## src/rtl/mc_pkg.sv

```systemverilog
// mc_pkg: shared definitions for the multicycle main controller.
//   statetype  - 4-bit FSM state encoding (FETCH..JEX)
//   OP_*       - opcode field values (instr[31:26]) recognised by the controller
//   ALUOP_*    - aluop values consumed by the ALU decoder
//   SRCB_*     - alusrcb mux selects
//   PCSRC_*    - pcsrc mux selects
//   ctrl_t     - raw control word decoded from the current state
//   op_legal() - true for opcodes that DECODE knows how to dispatch
package mc_pkg;

    typedef enum logic [3:0] {
        FETCH   = 4'd0,
        DECODE  = 4'd1,
        MEMADR  = 4'd2,
        MEMRD   = 4'd3,
        MEMWB   = 4'd4,
        MEMWR   = 4'd5,
        RTYPEEX = 4'd6,
        RTYPEWB = 4'd7,
        BEQEX   = 4'd8,
        ADDIEX  = 4'd9,
        ADDIWB  = 4'd10,
        JEX     = 4'd11
    } statetype;

    localparam logic [5:0] OP_LW    = 6'b100011;
    localparam logic [5:0] OP_SW    = 6'b101011;
    localparam logic [5:0] OP_RTYPE = 6'b000000;
    localparam logic [5:0] OP_BEQ   = 6'b000100;
    localparam logic [5:0] OP_ADDI  = 6'b001000;
    localparam logic [5:0] OP_J     = 6'b000010;

    localparam logic [1:0] ALUOP_ADD   = 2'b00;
    localparam logic [1:0] ALUOP_SUB   = 2'b01;
    localparam logic [1:0] ALUOP_FUNCT = 2'b10;

    localparam logic [1:0] SRCB_B     = 2'b00;
    localparam logic [1:0] SRCB_FOUR  = 2'b01;
    localparam logic [1:0] SRCB_IMM   = 2'b10;
    localparam logic [1:0] SRCB_IMMSH = 2'b11;

    localparam logic [1:0] PCSRC_ALU    = 2'b00;
    localparam logic [1:0] PCSRC_ALUOUT = 2'b01;
    localparam logic [1:0] PCSRC_JUMP   = 2'b10;

    typedef struct packed {
        logic       mem_req;
        logic       iord;
        logic       memwrite;
        logic       irwrite;
        logic       regdst;
        logic       memtoreg;
        logic       regwrite;
        logic       alusrca;
        logic [1:0] alusrcb;
        logic [1:0] aluop;
        logic [1:0] pcsrc;
        logic       pcwrite;
        logic       branch;
    } ctrl_t;

    function automatic logic op_legal(input logic [5:0] op);
        return (op == OP_LW) || (op == OP_SW) || (op == OP_RTYPE) ||
               (op == OP_BEQ) || (op == OP_ADDI) || (op == OP_J);
    endfunction

endpackage

```

## src/rtl/mc_controller_if.sv

```systemverilog
// mc_controller_if: controller <-> datapath/memory signal bundle.
//   master modport: the controller (samples opcode/zero/mem_ready, drives controls)
//   slave modport:  the datapath side (drives opcode/zero/mem_ready, samples controls)
interface mc_controller_if;

    logic [5:0] opcode;
    logic       zero;
    logic       mem_ready;

    logic       mem_req;
    logic       iord;
    logic       memwrite;
    logic       irwrite;
    logic       regdst;
    logic       memtoreg;
    logic       regwrite;
    logic       alusrca;
    logic [1:0] alusrcb;
    logic [1:0] aluop;
    logic [1:0] pcsrc;
    logic       pcen;
    logic       illegal_op;

    modport master (
        input  opcode, zero, mem_ready,
        output mem_req, iord, memwrite, irwrite, regdst, memtoreg, regwrite,
               alusrca, alusrcb, aluop, pcsrc, pcen, illegal_op
    );

    modport slave (
        output opcode, zero, mem_ready,
        input  mem_req, iord, memwrite, irwrite, regdst, memtoreg, regwrite,
               alusrca, alusrcb, aluop, pcsrc, pcen, illegal_op
    );

endinterface

```

## src/rtl/mc_outdec.sv

```systemverilog
// mc_outdec: combinational state -> raw control word decoder.
//   state - current FSM state
//   ctrl  - ungated control word (mem_ready/reset gating is applied by the top)
// Unreachable encodings decode to an all-zero control word.
module mc_outdec
    import mc_pkg::*;
(
    input  statetype state,
    output ctrl_t    ctrl
);

    always_comb begin
        ctrl = '0;
        case (state)
            FETCH: begin
                ctrl.mem_req = 1'b1;
                ctrl.irwrite = 1'b1;
                ctrl.pcwrite = 1'b1;
                ctrl.alusrcb = SRCB_FOUR;
                ctrl.aluop   = ALUOP_ADD;
                ctrl.pcsrc   = PCSRC_ALU;
            end
            DECODE: begin
                ctrl.alusrcb = SRCB_IMMSH;
                ctrl.aluop   = ALUOP_ADD;
            end
            MEMADR, ADDIEX: begin
                ctrl.alusrca = 1'b1;
                ctrl.alusrcb = SRCB_IMM;
                ctrl.aluop   = ALUOP_ADD;
            end
            MEMRD: begin
                ctrl.mem_req = 1'b1;
                ctrl.iord    = 1'b1;
            end
            MEMWB: begin
                ctrl.memtoreg = 1'b1;
                ctrl.regwrite = 1'b1;
            end
            MEMWR: begin
                ctrl.mem_req  = 1'b1;
                ctrl.iord     = 1'b1;
                ctrl.memwrite = 1'b1;
            end
            RTYPEEX: begin
                ctrl.alusrca = 1'b1;
                ctrl.alusrcb = SRCB_B;
                ctrl.aluop   = ALUOP_FUNCT;
            end
            RTYPEWB: begin
                ctrl.regdst   = 1'b1;
                ctrl.regwrite = 1'b1;
            end
            BEQEX: begin
                ctrl.alusrca = 1'b1;
                ctrl.alusrcb = SRCB_B;
                ctrl.aluop   = ALUOP_SUB;
                ctrl.pcsrc   = PCSRC_ALUOUT;
                ctrl.branch  = 1'b1;
            end
            ADDIWB: begin
                ctrl.regwrite = 1'b1;
            end
            JEX: begin
                ctrl.pcsrc   = PCSRC_JUMP;
                ctrl.pcwrite = 1'b1;
            end
            default: ctrl = '0;
        endcase
    end

endmodule

```

## src/rtl/mc_controller.sv

```systemverilog
// mc_controller: multicycle main control FSM for the MIPS-subset datapath.
//   clk   - system clock, rising edge
//   reset - asynchronous active-high; forces FETCH and blocks all write enables
//   bus   - mc_controller_if.master: opcode/zero/mem_ready in, datapath controls out
// USE_MEM_READY = 0 treats mem_ready as constant 1 (single-cycle memory states).
module mc_controller
    import mc_pkg::*;
#(
    parameter bit USE_MEM_READY = 1'b1
) (
    input  logic              clk,
    input  logic              reset,
    mc_controller_if.master   bus
);

    statetype state;
    ctrl_t    ctrl;
    logic     ready;
    logic     run;
    logic     mem_gate;

    assign ready = USE_MEM_READY ? bus.mem_ready : 1'b1;
    assign run   = ~reset;

    always_ff @(posedge clk or posedge reset) begin
        if (reset) begin
            state <= FETCH;
        end else begin
            case (state)
                FETCH:   if (ready) state <= DECODE;
                DECODE: begin
                    case (bus.opcode)
                        OP_LW, OP_SW: state <= MEMADR;
                        OP_RTYPE:     state <= RTYPEEX;
                        OP_BEQ:       state <= BEQEX;
                        OP_ADDI:      state <= ADDIEX;
                        OP_J:         state <= JEX;
                        default:      state <= FETCH;
                    endcase
                end
                MEMADR:  state <= (bus.opcode == OP_SW) ? MEMWR : MEMRD;
                MEMRD:   if (ready) state <= MEMWB;
                MEMWR:   if (ready) state <= FETCH;
                RTYPEEX: state <= RTYPEWB;
                ADDIEX:  state <= ADDIWB;
                // Writeback/branch/jump states and unreachable encodings all return to FETCH
                default: state <= FETCH;
            endcase
        end
    end

    mc_outdec u_outdec (
        .state (state),
        .ctrl  (ctrl)
    );

    // irwrite and the pcwrite term wait for the fetch access to complete
    assign mem_gate = (state != FETCH) || ready;

    // Enables are masked by reset combinationally so nothing strobes while the
    // asynchronous reset is taking effect
    assign bus.mem_req    = run & ctrl.mem_req;
    assign bus.memwrite   = run & ctrl.memwrite;
    assign bus.irwrite    = run & ctrl.irwrite & mem_gate;
    assign bus.regwrite   = run & ctrl.regwrite;
    assign bus.pcen       = run & ((ctrl.pcwrite & mem_gate) | (ctrl.branch & bus.zero));
    assign bus.illegal_op = run & (state == DECODE) & ~op_legal(bus.opcode);

    assign bus.iord     = ctrl.iord;
    assign bus.regdst   = ctrl.regdst;
    assign bus.memtoreg = ctrl.memtoreg;
    assign bus.alusrca  = ctrl.alusrca;
    assign bus.alusrcb  = ctrl.alusrcb;
    assign bus.aluop    = ctrl.aluop;
    assign bus.pcsrc    = ctrl.pcsrc;

endmodule

```

## src/flat_wrapper.sv

```systemverilog
// flat-port wrapper written by rule: the top's interface ports become plain ports
module mc_controller_flat import mc_pkg::*;
#(
    parameter bit USE_MEM_READY = 1'b1
)
  (clk, reset, bus_opcode, bus_zero, bus_mem_ready, bus_mem_req, bus_iord, bus_memwrite, bus_irwrite, bus_regdst, bus_memtoreg, bus_regwrite, bus_alusrca, bus_alusrcb, bus_aluop, bus_pcsrc, bus_pcen, bus_illegal_op);
  mc_controller_if bus_i ();
  input  logic clk;
  input  logic reset;
  input wire logic [$bits(bus_i.opcode)-1:0] bus_opcode;
  input wire logic [$bits(bus_i.zero)-1:0] bus_zero;
  input wire logic [$bits(bus_i.mem_ready)-1:0] bus_mem_ready;
  output wire logic [$bits(bus_i.mem_req)-1:0] bus_mem_req;
  output wire logic [$bits(bus_i.iord)-1:0] bus_iord;
  output wire logic [$bits(bus_i.memwrite)-1:0] bus_memwrite;
  output wire logic [$bits(bus_i.irwrite)-1:0] bus_irwrite;
  output wire logic [$bits(bus_i.regdst)-1:0] bus_regdst;
  output wire logic [$bits(bus_i.memtoreg)-1:0] bus_memtoreg;
  output wire logic [$bits(bus_i.regwrite)-1:0] bus_regwrite;
  output wire logic [$bits(bus_i.alusrca)-1:0] bus_alusrca;
  output wire logic [$bits(bus_i.alusrcb)-1:0] bus_alusrcb;
  output wire logic [$bits(bus_i.aluop)-1:0] bus_aluop;
  output wire logic [$bits(bus_i.pcsrc)-1:0] bus_pcsrc;
  output wire logic [$bits(bus_i.pcen)-1:0] bus_pcen;
  output wire logic [$bits(bus_i.illegal_op)-1:0] bus_illegal_op;
  assign bus_i.opcode = bus_opcode;
  assign bus_i.zero = bus_zero;
  assign bus_i.mem_ready = bus_mem_ready;
  assign bus_mem_req = bus_i.mem_req;
  assign bus_iord = bus_i.iord;
  assign bus_memwrite = bus_i.memwrite;
  assign bus_irwrite = bus_i.irwrite;
  assign bus_regdst = bus_i.regdst;
  assign bus_memtoreg = bus_i.memtoreg;
  assign bus_regwrite = bus_i.regwrite;
  assign bus_alusrca = bus_i.alusrca;
  assign bus_alusrcb = bus_i.alusrcb;
  assign bus_aluop = bus_i.aluop;
  assign bus_pcsrc = bus_i.pcsrc;
  assign bus_pcen = bus_i.pcen;
  assign bus_illegal_op = bus_i.illegal_op;
  mc_controller #(.USE_MEM_READY(USE_MEM_READY)) u_core (.clk(clk), .reset(reset), .bus(bus_i));
endmodule
```

## config.mk

```make
export PLATFORM = sky130hd
export DESIGN_NAME = mc_controller_flat
export DESIGN_NICKNAME = d
export VERILOG_FILES = /design/src/rtl/mc_pkg.sv /design/src/rtl/mc_controller_if.sv /design/src/rtl/mc_outdec.sv /design/src/rtl/mc_controller.sv /design/src/flat_wrapper.sv
export SDC_FILE = /design/constraint.sdc
export NUM_CORES = 1
export LEC_CHECK = 0
export BUFFER_PORTS_ARGS = -buffer_cell sky130_fd_sc_hd__clkbuf_2
export CORE_AREA = 2 2 39 41
export CTS_BUF_LIST = sky130_fd_sc_hd__clkbuf_8
export CTS_CLUSTER_SIZE = 25
export DETAILED_ROUTE_END_ITERATION = 10
export DIE_AREA = 0 0 41 43
export PLACE_DENSITY = 0.74
export RECOVER_POWER = 25
export SYNTH_ARGS = -nofsm -noshare
export SYNTH_HDL_FRONTEND = slang
export SYNTH_SLANG_ARGS = --single-unit
```

## constraint.sdc

```tcl
create_clock -name clk -period 3.7 [get_ports clk]
set_clock_uncertainty 0.05 [all_clocks]
set_input_delay 0.185 -clock clk [delete_from_list [all_inputs] [get_ports clk]]
set_output_delay 0.185 -clock clk [all_outputs]
set_load 0.01 [all_outputs]
```

==> metrics.txt <==
outcome completed; Worst Reg-to-Reg Cells 4; Tightest Pin Transition 0.492 ns; Synth cell types 34; Clk pin slew, worst setup/hold paths 0.03 ns; aggregate routed wire length 1.61 mm; hpwl dp 1.16 mm; WL/cell 13.4 um; max reg flops 4; clock buffer count from CTS 3; Final Util 52.6%; Power per Cell Area 606 mW/mm^2; vias in the first global route 588; r2r setup slk 2.05 ns; Initial Utilization 41.4%; synth warn 0; CTS tree built; Setup Viol. Count Final 0; unrepaired setup endpoints after global routing no; setup_tns 0 ns; Port Buf Inserts 25; die height 43 um; Core ar. 0.00138 sq mm; Rows 14; top flop regs u_core.state x4; Congestion Overflow GR 0; post-CTS resize count 0; GRT Total Usage 22.0%; startpoint types register; layout cells sized above 1 33.7%; Antenna Cells 0; Hold Path Cell Cnt 4; Max-cap violations 0; GP Congestion 0.880; Seq/Total Area, Yosys 17.5%; dominant synthesized flop cell dfrtp_1; Worst Setup End Kind output pin; total number of vias 674; Final Hold Fails 0; Leakage 0.348 nW; Slew headroom 67.2%; clk_lat worst skew 0.22 ns; syn nets 90; Async S/R FF share, synth 100%; largest family of logic cells by synthesized area simple AND/OR/NAND/NOR gates; timing-limited maximum frequency 0.506 GHz; first-pass GRT wire length 2.62 mm; mux share of post-synthesis cell area 3.71%; IO Pins 26; Hold EP u_core.state[0]; clock sink count 4; critical path type reg -> out; Max Fanout on Critical Path 12; reg-to-reg endpoint u_core.state[1]; Post-synth EDFFs 0; XOR/XNOR share of the synthesized area 4.59%; worst hold path class in -> reg; Synth Area in Adders 0%; complex-gate fraction of the synthesized area 26.4%; minimum clock period 1.98 ns; postcts setup bufs 0; Hold Path Origin bus_opcode[4]; initial antenna violation count 0; Filler cells 151; maximum VDD drop 0.000269 V; worst path required time 3.46 ns; Largest Register u_core.state; Detailed Route Iter0 Violations 14; pin count of the biggest net entering global routing 16; Mapped Area 573 sq um; DRC Markers 0; Seq cells post-synth 4; # nets final 116; Cells after Synth 80; die area 0.00176 sq mm; H-tree lvl count 1; routed vias/inst 5.62; Max Root-Sink Buffers 2; Slew Viols, Final 0; FF-to-FF Start u_core.state[0]; clk root buf clkbuf_8; die width 41 um; area share of and/or/nand/nor cells after synthesis 38.2%; ANT nets after route 0; DRT Pass-1 Iters 4; hold_buf cts 1; Syn-to-layout area delta 27.1%; syn_area_per_cell 7.16 sq um; CP Data Arrival Time 1.74 ns; fin crit share 53.5%
==> area by class of cell <==
class	count	area, sq um	share of cell area, %
multi-input combinational	65	410	56.4
inverter	6	22.5	3.09
sequential	4	100	13.7
clock buffer	3	41.3	5.67
tap	16	20.0	2.75
timing repair buffer	26	134	18.4
==> worst max-delay path: stages, from the launching register on <==
cell,delay [ns]
dfrtp_1,0.52
nor2_1,0.32
a21boi_1,0.11
mux2_2,0.27
nor3_1,0.14
clkbuf_2,0.16
==> worst max path at each step <==
stage | endpoint | depth (start not counted) | from
after floorplan | bus_pcen | 5 | u_core.state[0]
after global placement | bus_pcen | 5 | u_core.state[1]
after detailed placement | bus_pcen | 5 | u_core.state[1]
after CTS | bus_pcen | 5 | u_core.state[1]
after global routing | bus_pcen | 5 | u_core.state[0]
final | bus_pcen | 5 | u_core.state[1]
==> where the power goes <==
| group | total [mW] | internal (mW) | switching [mW] |
|---|---|---|---|
| Combinational | 0.242 | 0.103 | 0.140 |
| Sequential | 0.105 | 0.0560 | 0.0489 |
| Clock | 0.0937 | 0.0695 | 0.0242 |
| Total | 0.441 | 0.228 | 0.213 |
==> synth_stat cells, types with 2 or more instances <==
master | instances | area share, %
nand3_1 | 2 | 1.7
buf_2 | 2 | 1.7
a21oi_1 | 4 | 3.5
nor3_1 | 12 | 10
a2111oi_2 | 2 | 5.2
inv_1 | 6 | 3.9
xor2_1 | 2 | 3.1
nand2b_1 | 3 | 3.3
a31oi_1 | 2 | 2.2
nand2_1 | 3 | 2.0
nor2_1 | 13 | 8.5
o21ai_0 | 4 | 3.5
dfrtp_1 | 4 | 17
==> cell families (layout without fill, tap and decap cells) <==
kind of cell | count (synthesis) | after routing
AOI/OAI and AO/OA | 20 | 20
xor gates and xnor gates | 3 | 3
buffers and inverters | 11 | 35
DFF | 4 | 4
muxes | 2 | 2
and+or+nand+nor | 40 | 40
==> metal layers <==
layer | track usage (%) | vias up | part of all wire (%)
met1 | 28.2 | 302 | 46
met5 | 0 | - | 0
met2 | 31.6 | 25 | 47
met4 | 8.00 | 0 | 0.93
met3 | 9.42 | 2 | 6.1
li1 | - | 345 | -
==> metrics by stage <==
step                hold slack (ns)  worst slack [ns]  area (sq um)  power (mW)  cells
floorplan                   -0.0936              2.14           573       0.282     80
global placement              0.101              1.96           686       0.346    116
detailed placement            0.118              1.96           686       0.350    116
CTS                           0.245              1.72           737       0.448    120
global route                  0.284              1.62           728       0.480    120
finish                        0.269              1.72           728       0.441    120
==> layout by cell type (no fill, tap or decap), drive strengths merged <==
master       synthesis  layout
a22oi                1       1
a311oi               1       1
or2                  1       1
mux2i                1       1
a31oi                2       2
dfrtp                4       4
a21o                 1       1
o211a                1       1
inv                  6       6
a21boi               1       1
and4                 1       1
a21oi                4       4
nor3                12      12
a41o                 1       1
nor2                13      13
o311ai               1       1
xnor2                1       1
clkbuf               0      28
nand2b               4       4
a2111oi              2       2
o211ai               1       1
and3                 1       1
nand3                2       2
xor2                 2       2
nor4                 2       2
mux2                 1       1
nand2                4       4
dlygate4sd3          0       1
o21ai                4       4
Note: power is estimated with default switching activity, not from simulation.
